--- config.mk ---
export PLATFORM = sky130hd
export DESIGN_NAME = ps2_receiver
export DESIGN_NICKNAME = d
export VERILOG_FILES = /design/src/rtl/ps2_pkg.sv /design/src/rtl/ps2_line_filter.sv /design/src/rtl/ps2_receiver.sv
export SDC_FILE = /design/constraint.sdc
export NUM_CORES = 1
export LEC_CHECK = 0
export ABC_AREA = 0
export BUFFER_PORTS_ARGS = -buffer_cell sky130_fd_sc_hd__buf_2
export CAP_MARGIN = 20
export CORE_ASPECT_RATIO = 0.9
export CORE_MARGIN = 3
export CORE_UTILIZATION = 25
export CTS_CLUSTER_SIZE = 8
export DETAILED_ROUTE_END_ITERATION = 12
export SLEW_MARGIN = 20
export SYNTH_ARGS = -nofsm -noshare
export SYNTH_HDL_FRONTEND = slang
export SYNTH_SLANG_ARGS = --single-unit
--- constraint.sdc ---
create_clock -name clk -period 1.8 [get_ports clk]
set_clock_uncertainty 0.15 [all_clocks]
set_input_delay 0 -clock clk [delete_from_list [all_inputs] [get_ports clk]]
set_output_delay 0 -clock clk [all_outputs]
set_load 0.05 [all_outputs]
--- src/rtl/ps2_pkg.sv ---
`default_nettype none
// +-----------------------------------------------------------------------------+
// | Module      : ps2_pkg                                                       |
// | Description : Shared constants, frame-state enum and defaults for the PS/2  |
// |               keyboard receiver.                                            |
// | Revision    : 1.0 - initial release                                         |
// +-----------------------------------------------------------------------------+
package ps2_pkg;

  // Scan-code set 2 prefix bytes
  localparam logic [7:0] PS2_PREFIX_EXT = 8'hE0;
  localparam logic [7:0] PS2_PREFIX_BRK = 8'hF0;

  // Default build parameters
  localparam int PS2_FILTER_LEN_DEFAULT     = 8;
  localparam int PS2_TIMEOUT_CYCLES_DEFAULT = 50000;

  // Frame reception states
  typedef enum logic [1:0] {
    ST_IDLE   = 2'd0,
    ST_DATA   = 2'd1,
    ST_PARITY = 2'd2,
    ST_STOP   = 2'd3
  } ps2_state_e;

  // Odd parity holds when data bits plus parity bit contain an odd number of ones
  function automatic logic ps2_odd_parity_ok(input logic [7:0] data, input logic par);
    return (^data) ^ par;
  endfunction

endpackage
`default_nettype wire

--- src/rtl/ps2_line_filter.sv ---
`default_nettype none
// +-----------------------------------------------------------------------------+
// | Module      : ps2_line_filter                                               |
// | Description : Two-flop synchronizer followed by a glitch filter for one     |
// |               PS/2 line. The filtered output only follows the synchronized  |
// |               input after FILTER_LEN consecutive differing samples.         |
// | Revision    : 1.0 - initial release                                         |
// +-----------------------------------------------------------------------------+
module ps2_line_filter #(
  parameter int FILTER_LEN = 8
) (
  input  logic clk,
  input  logic rst,
  input  logic din,
  output logic dout
);

  localparam int              CNT_W    = (FILTER_LEN > 1) ? $clog2(FILTER_LEN) : 1;
  localparam logic [CNT_W-1:0] CNT_LAST = CNT_W'(FILTER_LEN - 1);

  logic             sync1_q, sync1_d;
  logic             sync2_q, sync2_d;
  logic             filt_q,  filt_d;
  logic [CNT_W-1:0] cnt_q,   cnt_d;

  // Next-state: synchronizer shift and run-length counter toward a level change
  always_comb begin
    sync1_d = din;
    sync2_d = sync1_q;
    filt_d  = filt_q;
    cnt_d   = '0;
    if (sync2_q != filt_q) begin
      if (cnt_q == CNT_LAST) begin
        filt_d = sync2_q;
      end else begin
        cnt_d = cnt_q + 1'b1;
      end
    end
  end

  // State registers; an idle PS/2 line is high, so reset to 1
  always_ff @(posedge clk) begin
    if (rst) begin
      sync1_q <= 1'b1;
      sync2_q <= 1'b1;
      filt_q  <= 1'b1;
      cnt_q   <= '0;
    end else begin
      sync1_q <= sync1_d;
      sync2_q <= sync2_d;
      filt_q  <= filt_d;
      cnt_q   <= cnt_d;
    end
  end

  assign dout = filt_q;

endmodule
`default_nettype wire

--- src/rtl/ps2_receiver.sv ---
`default_nettype none
// +-----------------------------------------------------------------------------+
// | Module      : ps2_receiver                                                  |
// | Description : PS/2 keyboard receiver. Filters the raw lines, assembles      |
// |               11-bit frames, decodes E0/F0 prefixes and publishes key       |
// |               events with a ready/ack handshake toward the MIO bus.         |
// |               Optional macro PS2_PARITY_CHECK_EN enables odd-parity check.  |
// | Revision    : 1.0 - initial release                                         |
// +-----------------------------------------------------------------------------+
module ps2_receiver
  import ps2_pkg::*;
#(
  parameter int FILTER_LEN     = PS2_FILTER_LEN_DEFAULT,
  parameter int TIMEOUT_CYCLES = PS2_TIMEOUT_CYCLES_DEFAULT
) (
  input  logic       clk,
  input  logic       rst,
  input  logic       ps2_clk,
  input  logic       ps2_data,
  input  logic       key_ack,
  output logic [7:0] key_code,
  output logic       key_ready,
  output logic       key_break,
  output logic       key_ext,
  output logic       overflow,
  output logic       frame_err
);

  localparam int              WD_W    = $clog2(TIMEOUT_CYCLES + 1);
  localparam logic [WD_W-1:0] WD_MAX  = WD_W'(TIMEOUT_CYCLES);
  localparam logic [WD_W-1:0] WD_TRIP = WD_W'(TIMEOUT_CYCLES - 1);

  logic clk_filt;
  logic data_filt;
  logic fall;
  logic frame_ok;
  logic byte_stb;
  logic publish;

  logic            clk_prev_q,  clk_prev_d;
  ps2_state_e      state_q,     state_d;
  logic [2:0]      bit_cnt_q,   bit_cnt_d;
  logic [7:0]      shreg_q,     shreg_d;
  logic            parity_q,    parity_d;
  logic [WD_W-1:0] wd_q,        wd_d;
  logic            frame_err_q, frame_err_d;
  logic            ext_pend_q,  ext_pend_d;
  logic            brk_pend_q,  brk_pend_d;
  logic [7:0]      key_code_q,  key_code_d;
  logic            key_break_q, key_break_d;
  logic            key_ext_q,   key_ext_d;
  logic            key_ready_q, key_ready_d;
  logic            overflow_q,  overflow_d;

  ps2_line_filter #(.FILTER_LEN(FILTER_LEN)) u_clk_filter (
    .clk  (clk),
    .rst  (rst),
    .din  (ps2_clk),
    .dout (clk_filt)
  );

  ps2_line_filter #(.FILTER_LEN(FILTER_LEN)) u_data_filter (
    .clk  (clk),
    .rst  (rst),
    .din  (ps2_data),
    .dout (data_filt)
  );

  // Falling edge of the filtered PS/2 clock
  assign fall       = clk_prev_q & ~clk_filt;
  assign clk_prev_d = clk_filt;

  // Stop-bit check; the start bit is already known to be 0 because IDLE only
  // leaves on a low data sample
  always_comb begin
`ifdef PS2_PARITY_CHECK_EN
    frame_ok = data_filt & ps2_odd_parity_ok(shreg_q, parity_q);
`else
    frame_ok = data_filt;
`endif
  end

  // Frame FSM with watchdog; bytes are handed to the decoder on the stop-bit fall
  always_comb begin
    state_d     = state_q;
    bit_cnt_d   = bit_cnt_q;
    shreg_d     = shreg_q;
    parity_d    = parity_q;
    wd_d        = wd_q;
    frame_err_d = 1'b0;
    byte_stb    = 1'b0;

    case (state_q)
      ST_IDLE: begin
        if (fall && !data_filt) begin
          state_d   = ST_DATA;
          bit_cnt_d = 3'd0;
        end
      end
      ST_DATA: begin
        if (fall) begin
          shreg_d = {data_filt, shreg_q[7:1]};
          if (bit_cnt_q == 3'd7) begin
            state_d = ST_PARITY;
          end else begin
            bit_cnt_d = bit_cnt_q + 3'd1;
          end
        end
      end
      ST_PARITY: begin
        if (fall) begin
          parity_d = data_filt;
          state_d  = ST_STOP;
        end
      end
      ST_STOP: begin
        if (fall) begin
          state_d = ST_IDLE;
          if (frame_ok) begin
            byte_stb = 1'b1;
          end else begin
            frame_err_d = 1'b1;
          end
        end
      end
      default: state_d = ST_IDLE;
    endcase

    // The watchdog counts cycles since the last fall while a frame is open;
    // the trip fires on the cycle the count would reach TIMEOUT_CYCLES
    if (state_q == ST_IDLE) begin
      wd_d = '0;
    end else if (fall) begin
      wd_d = '0;
    end else if (wd_q == WD_TRIP) begin
      wd_d        = '0;
      state_d     = ST_IDLE;
      frame_err_d = 1'b1;
    end else if (wd_q != WD_MAX) begin
      wd_d = wd_q + 1'b1;
    end
  end

  // Prefix decoder and ready/ack/overflow handshake
  always_comb begin
    ext_pend_d  = ext_pend_q;
    brk_pend_d  = brk_pend_q;
    key_code_d  = key_code_q;
    key_break_d = key_break_q;
    key_ext_d   = key_ext_q;
    key_ready_d = key_ready_q;
    overflow_d  = overflow_q;
    publish     = 1'b0;

    if (frame_err_d) begin
      ext_pend_d = 1'b0;
      brk_pend_d = 1'b0;
    end else if (byte_stb) begin
      if (shreg_q == PS2_PREFIX_EXT) begin
        ext_pend_d = 1'b1;
      end else if (shreg_q == PS2_PREFIX_BRK) begin
        brk_pend_d = 1'b1;
      end else begin
        publish     = 1'b1;
        key_code_d  = shreg_q;
        key_break_d = brk_pend_q;
        key_ext_d   = ext_pend_q;
        ext_pend_d  = 1'b0;
        brk_pend_d  = 1'b0;
      end
    end

    // A publish always wins over a coincident ack; it only counts as an
    // overwrite when the previous event was still pending and not being acked
    if (publish) begin
      key_ready_d = 1'b1;
      if (key_ready_q && !key_ack) begin
        overflow_d = 1'b1;
      end
    end else if (key_ack && key_ready_q) begin
      key_ready_d = 1'b0;
      overflow_d  = 1'b0;
    end
  end

  // All receiver state registers
  always_ff @(posedge clk) begin
    if (rst) begin
      clk_prev_q  <= 1'b1;
      state_q     <= ST_IDLE;
      bit_cnt_q   <= 3'd0;
      shreg_q     <= 8'd0;
      parity_q    <= 1'b0;
      wd_q        <= '0;
      frame_err_q <= 1'b0;
      ext_pend_q  <= 1'b0;
      brk_pend_q  <= 1'b0;
      key_code_q  <= 8'd0;
      key_break_q <= 1'b0;
      key_ext_q   <= 1'b0;
      key_ready_q <= 1'b0;
      overflow_q  <= 1'b0;
    end else begin
      clk_prev_q  <= clk_prev_d;
      state_q     <= state_d;
      bit_cnt_q   <= bit_cnt_d;
      shreg_q     <= shreg_d;
      parity_q    <= parity_d;
      wd_q        <= wd_d;
      frame_err_q <= frame_err_d;
      ext_pend_q  <= ext_pend_d;
      brk_pend_q  <= brk_pend_d;
      key_code_q  <= key_code_d;
      key_break_q <= key_break_d;
      key_ext_q   <= key_ext_d;
      key_ready_q <= key_ready_d;
      overflow_q  <= overflow_d;
    end
  end

  assign key_code  = key_code_q;
  assign key_ready = key_ready_q;
  assign key_break = key_break_q;
  assign key_ext   = key_ext_q;
  assign overflow  = overflow_q;
  assign frame_err = frame_err_q;

endmodule
`default_nettype wire

# Yosys cells after proc, flatten, opt, wreduce, memory -nomap -nowiden
# Cells that the tools add are included.
# Widths: inputs -> output; s select.
# classes
n_addsub	4
eq_ne	17
n_mux	33
n_bitwise	7
reduce_logical	20
# ops
cell	n
$mux 1	20
$add 16x1->16 const B	1
$eq 16x16->1 const B	1
$eq 8x8->1 const B	2
$mux 2	8
$ne 16x16->1 const B	1
$reduce_and 2->1	6
$add 3x1->3 const B	3
$eq 3x3->1 const B	3
$mux 3	3
$ne 2x2->1 const B	4
$pmux 2 s4	1
$reduce_and 4->1	2
$not 1->1	6
$pmux 3 s2	1
$reduce_or 3->1	2
$eq 2x2->1 const B	2
$reduce_bool 2->1	2
$reduce_or 4->1	1
$logic_and 1x1->1	3
$eq 2x1->1 const B	1
$logic_not 1->1	2
$logic_not 2->1	1
$ne 1x1->1	2
other kinds (3)	3
# word_totals
register_bits	57
output_inout_bits	13
wordCells	102

# Longest topological paths before layout
# logic_depth
word_depth	10
depth_mapped	6

# Cells and area by module
# A second synthesis with hierarchy kept.
# unflattened
cells_unflattened	271
hier_area_um2	2411.1
# modules_own_cells
mod	instances	cells_each	area_each_um2	seq_area_each_um2
ps2_receiver	1	239	1998.2	900.9
ps2_line_filter	2	16	206.4	120.1

# Worst setup path before layout
# No wires, ideal clock.
# synth_timing
kind	register -> register
from	register wd_q[0]
to	register wd_q[9]
arrival_time_ns	1.322
required_ns	1.535
slack_ns	0.213
path_stages_with_launch	7
period_less_slack_ns	1.587
path_cell_list	dfxtp_1 ha_1 and4b_1 nand4_1 nand2_1 buf_4 nor2_1
# synth_between
elab_chain_len	2
word_cells_on_any_way	4
cone_classes	add/sub (1); eq/ne (2); reduce/logical (1)
# synth_lines
element	line	text
start, declared	ps2_receiver.sv:45	logic [WD_W-1:0] wd_q, wd_d;
start signal, assigned	ps2_receiver.sv:209	wd_q <= wd_d;
branches (longest 2 deep; another with $add 16x1->16)	-	
# Several ways; the timed one is not identified.
# A chain may end at the register's enable or synchronous reset.

# Worst setup path in the final report
# layout_timing
from	register bit_cnt_q[0]
to	register bit_cnt_q[1]
# layout_between
elab_chain_len	4
word_cells_on_any_way	7
cone_classes	add/sub (1); eq/ne (2); mux (3); reduce/logical (1)
# layout_lines
element	line	text
start, declared	ps2_receiver.sv:42	logic [2:0] bit_cnt_q, bit_cnt_d;
start signal, assigned	ps2_receiver.sv:206	bit_cnt_q <= bit_cnt_d;
$add 3x1->3	ps2_receiver.sv:106	bit_cnt_d = bit_cnt_q + 3'd1;
$mux 3	ps2_receiver.sv:103	if (bit_cnt_q == 3'd7) begin
$mux 3	ps2_receiver.sv:101	if (fall) begin
$pmux 3 s2	ps2_receiver.sv:93	case (state_q)
# Several ways; a longest one is shown, not always the timed one. The select of a mux whose other input is x is not followed.

==> impl_results.md <==
* CP endpoint kind: register
* Launch point of the worst reg-to-reg path: bit_cnt_q[0]
* Setup TNS at 0 ns
* Outcome: finished clean
* First-pass GRT wire length at 8140 um
* Maximum net fanout on the critical path at 5
* Critical path class: reg2reg
* Portion of netlist area occupied by mux cells at 5.41%
* Clock-pin transition on the worst setup and hold timing paths at 0.06 ns
* Predominant post-synthesis flop cell: sky130_fd_sc_hd__dfxtp_1
* I/O pin cnt at 18
* Area delta synth->final at 21.6%
* Combinational family with the most area after synthesis: simple AND/OR/NAND/NOR gates
* Mapped Area at 2400 um2
* Fraction of final layout cells sized beyond drive strength 1 at 20.1%
* CTS Buf Count at 9
* Count of flip-flops with a built-in enable after synthesis at 0
* Worst reg2reg endpoint: bit_cnt_q[1]
* Top library cells by usage in the layout, fill and taps aside: sky130_fd_sc_hd__dfxtp_1, sky130_fd_sc_hd__nand2_1, sky130_fd_sc_hd__nor2_1
* Worst Path Required at 1.91 ns
* Areal power density over the cells at 894 nW/um2
* Gr usage total at 9.58%
* Number of nets at the end of the flow at 304
* Count of final setup violators at 0
* IR drop worst, VDD at 0.310 mV
* Signal arrival time at the worst endpoint at 1.80 ns
* Residual DRC at 0
* Setup slack of the worst register-to-register path at 0.11 ns
* Worst Tran Pin Value at 0.370 ns
* Slew HR at 74.7%
* Total area of multi-input combinational cells at 1180 um2
* Register cell area after layout at 1140 um2
* Hold-critical path endpoint: u_data_filter.sync1_q
* Maximum clock insertion buffer count at 2
* Hold Violations, Final at 0
* Share of flip-flops with an asynchronous set or reset at 0%
* Initial drt markers at 81
* Cell depth of the worst flop-to-flop path at 6
* Hold path start: ps2_data
* Area of the core region at 9250 um2
* Final cycle utilization of the critical path at 93.7%
* Router iterations before antenna repair at 4
* Commonest non-fill, non-tap cell in the layout: sky130_fd_sc_hd__dfxtp_1
* Antenna fix cells at 0
* Vertical extent of the die at 99.0 um
* Buffer type at the clock tree root: sky130_fd_sc_hd__clkbuf_8
* Source-to-sink clock delay at the later pin of the worst-skew pair at 0.33 ns
* Average instance area after synthesis at 9.21 um2
* Ys Warns at 0
* Final critical delay including setup and external delays at 1.69 ns
* Sink Count at 57
* Synthesized flop and latch total at 57
* DIE AREA at 10,800 um2
* CTS H-tree depth at 3
* Number of antenna violations at the first check in global routing at 0
* Pre-CTS setup slack at 0.0493 ns
* Maximum clock frequency at 593 MHz
* RSZ-0062 raised after global routing: false
* Post-DP HPWL at 3210 um
* Antenna Violating Nets Remaining at 0
* Routed length per instance at 11.2 um
* Buffers on Ports at 17
* Final Cell Area at 2920 um2
* Max Cap Violations at 0
* TritonCTS clock tree: built
* Vias after detailed routing at 1,826
* Instance count along the most critical hold path at 3
* Fraction of the mapped netlist area in compound gates at 8.38%
* Horizontal die dimension at 109 um
* Final estimated routing congestion in global placement at 0.723
* Max-slew violations at 0
* Startpoint types: register
* Vias in the first global route at 1,739
* Synth Net Count at 274
* Total wirelength of the detailed-routed design at 4660 um
* Class of the tightest hold or removal check: in2reg
* Standard-cell rows at 33
* Post-synthesis share of cell area spent on xor and xnor gates at 5.10%
* Number of library cell types mapped by synthesis at 40
* Cell area reported after detailed placement at 2650 um2
* Adder-cell share of the synthesized area at 4.16%
* Number of vias per cell at 4.39
* Final worst slack at 0.113 ns
* Cells after synthesis at 261
* Cell leakage power at 1.20 nW
* Initial core utilization at 26.0%
* Overflow left after global routing at 0
* Fraction of the yosys area taken by sequential cells at 47.5%
* Post-route core utilization at 31.6%
* Layout fillers at 960
* Maximum number of pins on one net before global-route repair at 24
* Post-synthesis simple-gate area fraction at 25.4%
cell usage after synthesis, types with 2 or more instances:
| library cell | count | area, um2 |
|---|---|---|
| sky130_fd_sc_hd__a21oi_1 | 18 | 90.1 |
| sky130_fd_sc_hd__nor3_1 | 8 | 40.0 |
| sky130_fd_sc_hd__mux2i_1 | 13 | 130 |
| sky130_fd_sc_hd__and4b_1 | 2 | 20.0 |
| sky130_fd_sc_hd__o21a_1 | 3 | 22.5 |
| sky130_fd_sc_hd__nand2_1 | 33 | 124 |
| sky130_fd_sc_hd__xor2_1 | 4 | 35.0 |
| sky130_fd_sc_hd__and2_1 | 6 | 37.5 |
| sky130_fd_sc_hd__o211ai_1 | 2 | 15.0 |
| sky130_fd_sc_hd__buf_2 | 4 | 20.0 |
| sky130_fd_sc_hd__xnor2_1 | 10 | 87.6 |
| sky130_fd_sc_hd__or2_2 | 7 | 43.8 |
| sky130_fd_sc_hd__nand4_1 | 7 | 43.8 |
| sky130_fd_sc_hd__nor2b_1 | 3 | 18.8 |
| sky130_fd_sc_hd__a31o_2 | 2 | 17.5 |
| sky130_fd_sc_hd__and4_1 | 2 | 17.5 |
| sky130_fd_sc_hd__nor4_1 | 6 | 37.5 |
| sky130_fd_sc_hd__inv_1 | 10 | 37.5 |
| sky130_fd_sc_hd__nor2_1 | 30 | 113 |
| sky130_fd_sc_hd__clkbuf_1 | 4 | 15.0 |
| sky130_fd_sc_hd__nand3_1 | 4 | 20.0 |
| sky130_fd_sc_hd__buf_4 | 2 | 15.0 |
| sky130_fd_sc_hd__dfxtp_1 | 57 | 1140 |
| sky130_fd_sc_hd__ha_1 | 8 | 100 |
kinds of logic after synthesis:
family / count (synthesis)
and+or+nand+nor: 117
DFF: 57
AOI/OAI and AO/OA: 31
adders and majority gates: 8
xor gates and xnor gates: 14
muxes: 13
buffers and inverters: 21
how the worst max path moves through the flow:
stage / startpoint / endpoint / slack [ns] / cells past startpoint
final: bit_cnt_q[0] / bit_cnt_q[1] / 0.11 / 6
after global routing: wd_q[1] / wd_q[4] / 0.003 / 6
after CTS: state_q[1] / key_break / 0.03 / 4
after detailed placement: state_q[1] / key_break / 0.05 / 4
after global placement: shreg_q[1] / key_code[1] / 0.09 / 4
after floorplan: wd_q[0] / wd_q[9] / 0.21 / 6
sequential cells by signal, indices dropped and copies added, names as in the netlist, 2 cells and up:
name                 count
wd_q                    16
key_code                 8
shreg_q                  8
bit_cnt_q                3
u_clk_filter.cnt_q       3
u_data_filter.cnt_q      3
state_q                  2
layer usage:
layer | vias up | routed length [um] | track usage, % | part of all wire [%]
met5 | - | 0 | 0 | 0
met3 | 12 | 155 | 2.69 | 3.3
met2 | 35 | 1970 | 13.0 | 42
met4 | 0 | 171 | 7.48 | 3.7
li1 | 954 | - | - | -
met1 | 825 | 2360 | 12.6 | 51
cell type report:
class	count	area share, %
clock buffer	11	5.18
clock inverter	3	2.23
inverter	10	1.28
multi-input combinational	183	40.4
sequential	57	39.1
tap	122	5.22
timing repair buffer	30	6.59
critical path: stages (launching register included):
cell and delay, ns:
sky130_fd_sc_hd__dfxtp_1 0.33, sky130_fd_sc_hd__ha_1 0.20, sky130_fd_sc_hd__ha_1 0.21, sky130_fd_sc_hd__nand2_1 0.09
sky130_fd_sc_hd__o2111ai_2 0.17, sky130_fd_sc_hd__or2_2 0.33, sky130_fd_sc_hd__a21oi_1 0.13
metrics by stage:
step                hold slack, ns  instances  power (mW)
floorplan                  -0.0462        261        1.32
global placement            0.0400        398        1.32
detailed placement          0.0365        398        1.33
CTS                          0.234        416        2.65
global route                 0.246        416        2.70
finish                       0.243        416        2.61
where the power goes:
group          internal [mW]  switching, mW  leakage, nW  total, mW
logic                 0.0158         0.0184        0.627     0.0343
registers               1.27        0.00245        0.461       1.27
clock network          0.837          0.473        0.111       1.31
repair_timing:
item / in CTS / in global routing
hold buffers: 4 / 0
resized for setup: 0 / 6
endpoints found under the setup margin: 0 / 30
buffers inserted: 0 / 0
hold endpoints to repair: 13 / 0
No activity file was read; power rests on OpenSTA's default activity.
